[src/rtl/ssd1306_spi_rx_pkg.sv]
// Shared SSD1306 opcodes and encodings for the SPI receive-side command decoder.
package ssd1306_spi_rx_pkg;

  localparam logic [7:0] SET_MEM_MODE    = 8'h20;
  localparam logic [7:0] SET_COL_ADDR    = 8'h21;
  localparam logic [7:0] SET_PAGE_ADDR   = 8'h22;
  localparam logic [7:0] SET_CONTRAST    = 8'h81;
  localparam logic [7:0] SET_CHARGE_PUMP = 8'h8D;
  localparam logic [7:0] SET_MUX_RATIO   = 8'hA8;
  localparam logic [7:0] DISP_OFF        = 8'hAE;
  localparam logic [7:0] DISP_ON         = 8'hAF;
  localparam logic [7:0] PAGE_BASE       = 8'hB0;
  localparam logic [7:0] SET_DISP_OFFSET = 8'hD3;
  localparam logic [7:0] SET_CLK_DIV     = 8'hD5;
  localparam logic [7:0] SET_PRECHARGE   = 8'hD9;
  localparam logic [7:0] SET_COM_PINS    = 8'hDA;
  localparam logic [7:0] SET_VCOM_DESEL  = 8'hDB;

  typedef enum logic [1:0] {
    StIdle,
    StArg1,
    StArg2
  } dec_state_e;

  typedef enum logic {
    ModeHoriz,
    ModePage
  } addr_mode_e;

  // Opcodes followed by exactly one argument byte.
  function automatic logic takes_one_arg(input logic [7:0] op);
    return (op == SET_MEM_MODE)    || (op == SET_CONTRAST)    || (op == SET_CHARGE_PUMP) ||
           (op == SET_MUX_RATIO)   || (op == SET_DISP_OFFSET) || (op == SET_CLK_DIV)     ||
           (op == SET_PRECHARGE)   || (op == SET_COM_PINS)    || (op == SET_VCOM_DESEL);
  endfunction

endpackage

[src/rtl/ssd1306_spi_rx_byte.sv]
// SPI mode-0 byte receiver: input synchronisers, SCK rising-edge detect, shift and bit count.
module spi_rx_byte #(
  parameter int unsigned SYNC_STAGES = 2
) (
  input  logic       clk_i,
  input  logic       rst_i,
  input  logic       sck_i,
  input  logic       mosi_i,
  input  logic       ss_i,
  input  logic       dc_i,
  output logic [7:0] byte_o,
  output logic       dc_o,
  output logic       valid_o
);

  logic [SYNC_STAGES-1:0] sck_sync_q, mosi_sync_q, ss_sync_q, dc_sync_q;
  logic                   sck_s, mosi_s, ss_s, dc_s, rise;
  logic                   sck_prev_q;
  logic [2:0]             cnt_q;
  logic [6:0]             shift_q;
  logic [7:0]             byte_q;
  logic                   dc_q, valid_q;

  always_ff @(posedge clk_i) begin
    if (rst_i) begin
      sck_sync_q  <= '0;
      mosi_sync_q <= '0;
      ss_sync_q   <= '1;
      dc_sync_q   <= '0;
    end else begin
      sck_sync_q  <= {sck_sync_q[SYNC_STAGES-2:0], sck_i};
      mosi_sync_q <= {mosi_sync_q[SYNC_STAGES-2:0], mosi_i};
      ss_sync_q   <= {ss_sync_q[SYNC_STAGES-2:0], ss_i};
      dc_sync_q   <= {dc_sync_q[SYNC_STAGES-2:0], dc_i};
    end
  end

  assign sck_s  = sck_sync_q[SYNC_STAGES-1];
  assign mosi_s = mosi_sync_q[SYNC_STAGES-1];
  assign ss_s   = ss_sync_q[SYNC_STAGES-1];
  assign dc_s   = dc_sync_q[SYNC_STAGES-1];
  assign rise   = sck_s & ~sck_prev_q;

  // A deselected link drops the partial byte simply by restarting the count.
  always_ff @(posedge clk_i) begin
    if (rst_i) begin
      sck_prev_q <= 1'b0;
      cnt_q      <= '0;
      shift_q    <= '0;
      byte_q     <= '0;
      dc_q       <= 1'b0;
      valid_q    <= 1'b0;
    end else begin
      sck_prev_q <= sck_s;
      valid_q    <= 1'b0;
      if (ss_s) begin
        cnt_q <= '0;
      end else if (rise) begin
        shift_q <= {shift_q[5:0], mosi_s};
        cnt_q   <= cnt_q + 3'd1;
        if (cnt_q == 3'd7) begin
          byte_q  <= {shift_q, mosi_s};
          dc_q    <= dc_s;
          valid_q <= 1'b1;
        end
      end
    end
  end

  assign byte_o  = byte_q;
  assign dc_o    = dc_q;
  assign valid_o = valid_q;

endmodule

[src/rtl/ssd1306_spi_rx.sv]
// SSD1306 SPI responder: decodes command bytes and turns data bytes into frame-buffer writes.
module ssd1306_spi_rx
  import ssd1306_spi_rx_pkg::*;
#(
  parameter int unsigned SYNC_STAGES   = 2,
  parameter int unsigned COLS          = 128,
  parameter int unsigned PAGES         = 8,
  parameter int unsigned FB_ADDR_WIDTH = 10
) (
  input  logic                     clk_i,
  input  logic                     rst_i,
  input  logic                     spi_sck_i,
  input  logic                     spi_mosi_i,
  input  logic                     spi_ss_i,
  input  logic                     spi_dc_i,
  output logic [FB_ADDR_WIDTH-1:0] fb_addr_o,
  output logic [7:0]               fb_dat_o,
  output logic                     fb_wr_o,
  output logic [7:0]               cmd_o,
  output logic                     cmd_stb_o,
  output logic                     disp_on_o,
  output logic [7:0]               contrast_o,
  output logic                     frame_o
);

  localparam int unsigned COL_W  = $clog2(COLS);
  localparam int unsigned PAGE_W = $clog2(PAGES);
  localparam logic [COL_W-1:0]  COL_MAX  = COL_W'(COLS - 1);
  localparam logic [PAGE_W-1:0] PAGE_MAX = PAGE_W'(PAGES - 1);

  logic [7:0] rx_byte;
  logic       rx_dc, rx_valid;

  spi_rx_byte #(
    .SYNC_STAGES(SYNC_STAGES)
  ) u_rx_byte (
    .clk_i  (clk_i),
    .rst_i  (rst_i),
    .sck_i  (spi_sck_i),
    .mosi_i (spi_mosi_i),
    .ss_i   (spi_ss_i),
    .dc_i   (spi_dc_i),
    .byte_o (rx_byte),
    .dc_o   (rx_dc),
    .valid_o(rx_valid)
  );

  dec_state_e               state_q, state_d;
  addr_mode_e               mode_q, mode_d;
  logic [COL_W-1:0]         col_q, col_d, col_start_q, col_start_d, col_end_q, col_end_d;
  logic [PAGE_W-1:0]        page_q, page_d, page_start_q, page_start_d, page_end_q, page_end_d;
  logic [COL_W-1:0]         col_inc;
  logic [PAGE_W-1:0]        page_inc;
  logic [7:0]               cmd_q, cmd_d, contrast_q, contrast_d, dat_q, dat_d;
  logic                     disp_on_q, disp_on_d;
  logic [FB_ADDR_WIDTH-1:0] addr_q, addr_d;
  logic                     wr_q, wr_d, stb_q, stb_d, frame_q, frame_d;

  always_ff @(posedge clk_i) begin
    if (rst_i) begin
      state_q      <= StIdle;
      mode_q       <= ModePage;
      col_q        <= '0;
      page_q       <= '0;
      col_start_q  <= '0;
      col_end_q    <= COL_MAX;
      page_start_q <= '0;
      page_end_q   <= PAGE_MAX;
      cmd_q        <= 8'h00;
      contrast_q   <= 8'h7F;
      disp_on_q    <= 1'b0;
      dat_q        <= '0;
      addr_q       <= '0;
      wr_q         <= 1'b0;
      stb_q        <= 1'b0;
      frame_q      <= 1'b0;
    end else begin
      state_q      <= state_d;
      mode_q       <= mode_d;
      col_q        <= col_d;
      page_q       <= page_d;
      col_start_q  <= col_start_d;
      col_end_q    <= col_end_d;
      page_start_q <= page_start_d;
      page_end_q   <= page_end_d;
      cmd_q        <= cmd_d;
      contrast_q   <= contrast_d;
      disp_on_q    <= disp_on_d;
      dat_q        <= dat_d;
      addr_q       <= addr_d;
      wr_q         <= wr_d;
      stb_q        <= stb_d;
      frame_q      <= frame_d;
    end
  end

  // Pointer steps wrap at the display edge independently of the window.
  assign col_inc  = (col_q == COL_MAX) ? '0 : col_q + COL_W'(1);
  assign page_inc = (page_q == PAGE_MAX) ? '0 : page_q + PAGE_W'(1);

  always_comb begin
    state_d      = state_q;
    mode_d       = mode_q;
    col_d        = col_q;
    page_d       = page_q;
    col_start_d  = col_start_q;
    col_end_d    = col_end_q;
    page_start_d = page_start_q;
    page_end_d   = page_end_q;
    cmd_d        = cmd_q;
    contrast_d   = contrast_q;
    disp_on_d    = disp_on_q;
    dat_d        = dat_q;
    addr_d       = addr_q;
    wr_d         = 1'b0;
    stb_d        = 1'b0;
    frame_d      = 1'b0;

    if (rx_valid) begin
      if (rx_dc) begin
        // Data always wins: any half-received command is abandoned.
        state_d = StIdle;
        addr_d  = FB_ADDR_WIDTH'(page_q) * FB_ADDR_WIDTH'(COLS) + FB_ADDR_WIDTH'(col_q);
        dat_d   = rx_byte;
        wr_d    = 1'b1;
        if (col_q == col_end_q) begin
          col_d = col_start_q;
          if (mode_q == ModeHoriz) begin
            if (page_q == page_end_q) begin
              page_d  = page_start_q;
              frame_d = 1'b1;
            end else begin
              page_d = page_inc;
            end
          end
        end else begin
          col_d = col_inc;
        end
      end else begin
        unique case (state_q)
          StIdle: begin
            stb_d = 1'b1;
            cmd_d = rx_byte;
            if (rx_byte == SET_COL_ADDR || rx_byte == SET_PAGE_ADDR || takes_one_arg(rx_byte)) begin
              state_d = StArg1;
            end else if (rx_byte == DISP_OFF) begin
              disp_on_d = 1'b0;
            end else if (rx_byte == DISP_ON) begin
              disp_on_d = 1'b1;
            end else if (rx_byte[7:3] == PAGE_BASE[7:3]) begin
              page_d = PAGE_W'(rx_byte[2:0]);
            end else if (mode_q == ModePage && rx_byte[7:5] == 3'b000) begin
              if (rx_byte[4]) begin
                col_d = (col_q & COL_W'(8'h0F)) | COL_W'({rx_byte[3:0], 4'h0});
              end else begin
                col_d = (col_q & ~COL_W'(8'h0F)) | COL_W'(rx_byte[3:0]);
              end
            end
          end
          StArg1: begin
            state_d = StIdle;
            case (cmd_q)
              SET_MEM_MODE: begin
                if (rx_byte[1:0] == 2'b00) begin
                  mode_d = ModeHoriz;
                end else if (rx_byte[1:0] == 2'b10) begin
                  mode_d = ModePage;
                end
              end
              SET_CONTRAST: contrast_d = rx_byte;
              SET_COL_ADDR: begin
                col_start_d = rx_byte[COL_W-1:0];
                state_d     = StArg2;
              end
              SET_PAGE_ADDR: begin
                page_start_d = rx_byte[PAGE_W-1:0];
                state_d      = StArg2;
              end
              default: ;
            endcase
          end
          StArg2: begin
            state_d = StIdle;
            if (cmd_q == SET_COL_ADDR) begin
              col_end_d = rx_byte[COL_W-1:0];
              col_d     = col_start_q;
            end else begin
              page_end_d = rx_byte[PAGE_W-1:0];
              page_d     = page_start_q;
            end
          end
          default: state_d = StIdle;
        endcase
      end
    end
  end

  assign fb_addr_o  = addr_q;
  assign fb_dat_o   = dat_q;
  assign fb_wr_o    = wr_q;
  assign cmd_o      = cmd_q;
  assign cmd_stb_o  = stb_q;
  assign disp_on_o  = disp_on_q;
  assign contrast_o = contrast_q;
  assign frame_o    = frame_q;

endmodule

[config.mk]
export PLATFORM = sky130hd
export DESIGN_NAME = ssd1306_spi_rx
export DESIGN_NICKNAME = d
export VERILOG_FILES = /design/src/rtl/ssd1306_spi_rx_pkg.sv /design/src/rtl/ssd1306_spi_rx_byte.sv /design/src/rtl/ssd1306_spi_rx.sv
export SDC_FILE = /design/constraint.sdc
export NUM_CORES = 1
export LEC_CHECK = 0
export ABC_CLOCK_PERIOD_IN_PS = 2500
export CAP_MARGIN = 20
export CORE_UTILIZATION = 45
export CTS_BUF_LIST = sky130_fd_sc_hd__clkbuf_4
export DETAILED_ROUTE_END_ITERATION = 10
export GPL_TIMING_DRIVEN = 0
export PLACE_DENSITY_LB_ADDON = 0.1
export SYNTH_ARGS = -nofsm -noshare
export SYNTH_HDL_FRONTEND = slang
export SYNTH_SLANG_ARGS = --single-unit
export TNS_END_PERCENT = 20
[constraint.sdc]
create_clock -name clk_i -period 2.5 [get_ports clk_i]
set_input_delay 0.5 -clock clk_i [delete_from_list [all_inputs] [get_ports clk_i]]
set_output_delay 0.5 -clock clk_i [all_outputs]
set_load 0.01 [all_outputs]
==> results.cfg <==
[status]
status = completed

[finish]
nFillCells = 955
final_common_cell = nand2_1
final_cell_mix = nand2_1 (101), dfxtp_1 (100), a21oi_1 (54), clkdlybuf4s50_1 (43), nor2_1 (35)
drive_above_1_share_pct = 5.47
area_growth_pct = 17.0
final_area_um2 = 5150
antenna_cells = 0
stdcell_count = 714
fin_nets = 591

[setup_path]
endpoint = cmd_o[5]
critPathMostFrequentCell = clkbuf_1
cp_num_buf_inv = 4
max_stage_delay_ns = 0.58
worst_setup_path_start_kind = input pin
cp_num_cells = 5
crit_chain = clkdlybuf4s50_1 > clkbuf_1 > clkbuf_1 > clkbuf_1 > a21oi_1
arrival_ns = 2.63
end_kind = flip-flop
worst_r2r_endpoint = col_q[4]
worstPathMaxFanout = 10
cp_slowest_cell = clkdlybuf4s50_1
r2r_setup_slack_ns = 0.27
cp.required_ns = 2.82
crit_family = buffers and inverters
reg2reg_from = u_rx_byte.dc_o
ff2ff_path_depth = 7
crit_start = rst_i
critPathKind = in2reg

[grt]
track_usage_pct = 23.2
antenna_found_initial = 0
grt_pass1_wl_mm = 18.1
grt_max_degree = 19
grt_pass1_vias = 3624
overflow = 0

[logic_synthesis]
synthAdderAreaFrac_pct = 1.42
ys_top_cells_by_area = dfxtp_1 (46%), nand2_1 (8.6%), a21oi_1 (6.1%)
synth_compound_area_share_pct = 17.1
synth_area_per_cell_um2 = 8.36
yosysUniqueCellTypes = 60
synth_edf_count = 0
synth-xor-area-share_pct = 2.79
synth_area_um2 = 4400
yosysWarningCount = 0
synth.mux.area_fraction_pct = 3.70
ys_async_sr_fraction_pct = 0
synthesis.nets = 537
ys_seq_area_share_pct = 45.5
synth_top_family_by_area = simple AND/OR/NAND/NOR gates
yosys_most_used_dff = dfxtp_1
synth_top_area_share_pct = 45.5
synth_cells = 526
synthSimpleGateAreaFrac_pct = 25.1
synth-seq-cells = 100
netlist.top_cell.by_area = dfxtp_1

[timing]
drv_slew = 0
fin_worst_skew_ns = 0.0142
setup_tns_ns = 0
fin_crit_sh_pct = 92.2
fmax_mhz = 434
hold_viol_final = 0
setup_viol = 0
worst_pin_slew_ns = 1.05
rsz0062_at_grt = false
fin_crit_ns = 2.31
relSlewSlack_pct = 29.6

[place]
io_buffers = 43
hpwlAfterDp_mm = 8.31
gp_congestion = 0.897
place_inst = 698
postPlaceCellArea_um2 = 4990

[drt]
highest_layer = met4
wl_met2_mm = 5.33
first_iter_violations = 280
met3_length_um = 613
wl_per_cell_um = 15.9
drc = 0
wl_met1_mm = 5.15
vias_per_cell = 5.49
final_antenna_net_count = 0
vias = 3917
routed_wl_mm = 11.4
dr.pass1.iters = 5

[floorplan]
row_count = 35
boundaryPins = 44
coreArea_um2 = 9370
die_y_um = 101
die_w_um = 101
start_util_pct = 46.9
dieArea_um2 = 10200

[clock_network]
cts.sinks = 100
clkLatencyLatePin_ns = 0.45
cts_hold_buf = 0
cts_buffers = 9
cts_tree = done
cts_root_buf = clkbuf_4
clk_pin_slew_ns = 0.17
h-tree-depth = 3
clk_path_buf_depth = 2

[pwr]
combPwrFrac_pct = 2.2
power_density_nw_per_um2 = 499
clkPwrFrac_pct = 35.3
p_switching_uw = 626
intPower_mw = 1.94
swShare_pct = 24.4
seq_power_share_pct = 62.5
ir_worst_vdd_uv = 278
p_leak_nw = 1.61

[run]
cap_violations = 0

[hold_path]
hold_path.class = reg2reg
worstHoldStart = u_rx_byte.ss_sync_q[0]
==> state kept, by name (all words and copies together) (netlist names), 7 cells and up <==
signal and flops:
contrast_o 8, col_q 7, col_start_q 7, fb_dat_o 8, col_end_q 7, u_rx_byte.byte_o 8, cmd_o 8, fb_addr_o 10
u_rx_byte.shift_q 7
==> metrics by stage <==
stage,power (mW),worst slack (ns),hold WS [ns],util (%)
6_report,2.57,0.194,0.433,54.9
5_1_grt,2.65,0.0434,0.449,54.9
4_1_cts,2.59,0.0611,0.436,54.9
3_5_place_dp,1.69,-0.277,0.398,53.3
3_3_place_gp,1.69,-0.252,0.392,53.3
2_1_floorplan,1.67,0.439,0.389,-
==> worst min-delay path by stage <==
stage	to	depth (start not counted)
3_5_place_dp	u_rx_byte.ss_sync_q[1]	1
4_1_cts	u_rx_byte.ss_sync_q[1]	1
3_3_place_gp	u_rx_byte.ss_sync_q[1]	1
2_1_floorplan	u_rx_byte.ss_sync_q[1]	1
5_1_grt	u_rx_byte.ss_sync_q[1]	1
6_report	u_rx_byte.ss_sync_q[1]	1
==> layout make-up <==
| type | count | area, um2 | area share (%) |
|---|---|---|---|
| inverters | 11 | 41.3 | 0.802 |
| flip-flops and latches | 100 | 2000 | 38.9 |
| clock inverters | 7 | 82.6 | 1.60 |
| multi-input cells | 377 | 2210 | 42.9 |
| plain buffers | 38 | 151 | 2.94 |
| well taps | 129 | 161 | 3.14 |
| clock buffers | 9 | 67.6 | 1.31 |
| repair buffers | 43 | 430 | 8.36 |
==> power groups by stage <==
| stage | clock network (mW) | logic (mW) | registers (mW) |
|---|---|---|---|
| after floorplan | 0 | 0.0305 | 1.64 |
| after global placement | 0 | 0.0567 | 1.64 |
| after detailed placement | 0 | 0.0571 | 1.64 |
| after CTS | 0.926 | 0.0573 | 1.60 |
| after global routing | 0.985 | 0.0614 | 1.61 |
| final | 0.906 | 0.0569 | 1.60 |
==> routing by layer <==
layer | global-route usage (%) | vias up
met3 | 3.88 | 24
met1 | 29.7 | 1827
met4 | 8.58 | 0
met2 | 39.5 | 134
li1 | - | 1932
met5 | 0 | -
==> logic make-up (layout without fill, tap and decap cells) <==
logic type / count (synthesis) / after routing
multiplexers: 16 / 16
XOR/XNOR: 14 / 14
buffers and inverters: 49 / 108
adder cells (fa/ha/maj): 5 / 5
AO/OA/AOI/OAI: 112 / 112
flip-flops: 100 / 100
AND/OR/NAND/NOR: 230 / 230
==> timing repair <==
| action | 4_1_cts | 5_1_grt |
|---|---|---|
| buffers inserted | 0 | 0 |
| endpoints found under the setup margin | 0 | 3 |
| gates resized for setup | 0 | 1 |
==> cell usage after synthesis, types with 5 or more instances <==
cell,count
a211o_1,15
a211oi_1,5
a21oi_1,54
clkbuf_1,34
dfxtp_1,100
ha_1,5
inv_1,11
mux2i_1,14
nand2_1,101
nand2b_1,10
nand3_1,20
nor2_1,35
nor2b_1,16
nor3_1,14
o21ai_0,9
or3_1,5
xnor2_1,11
Power figures use the tool's default switching activity.
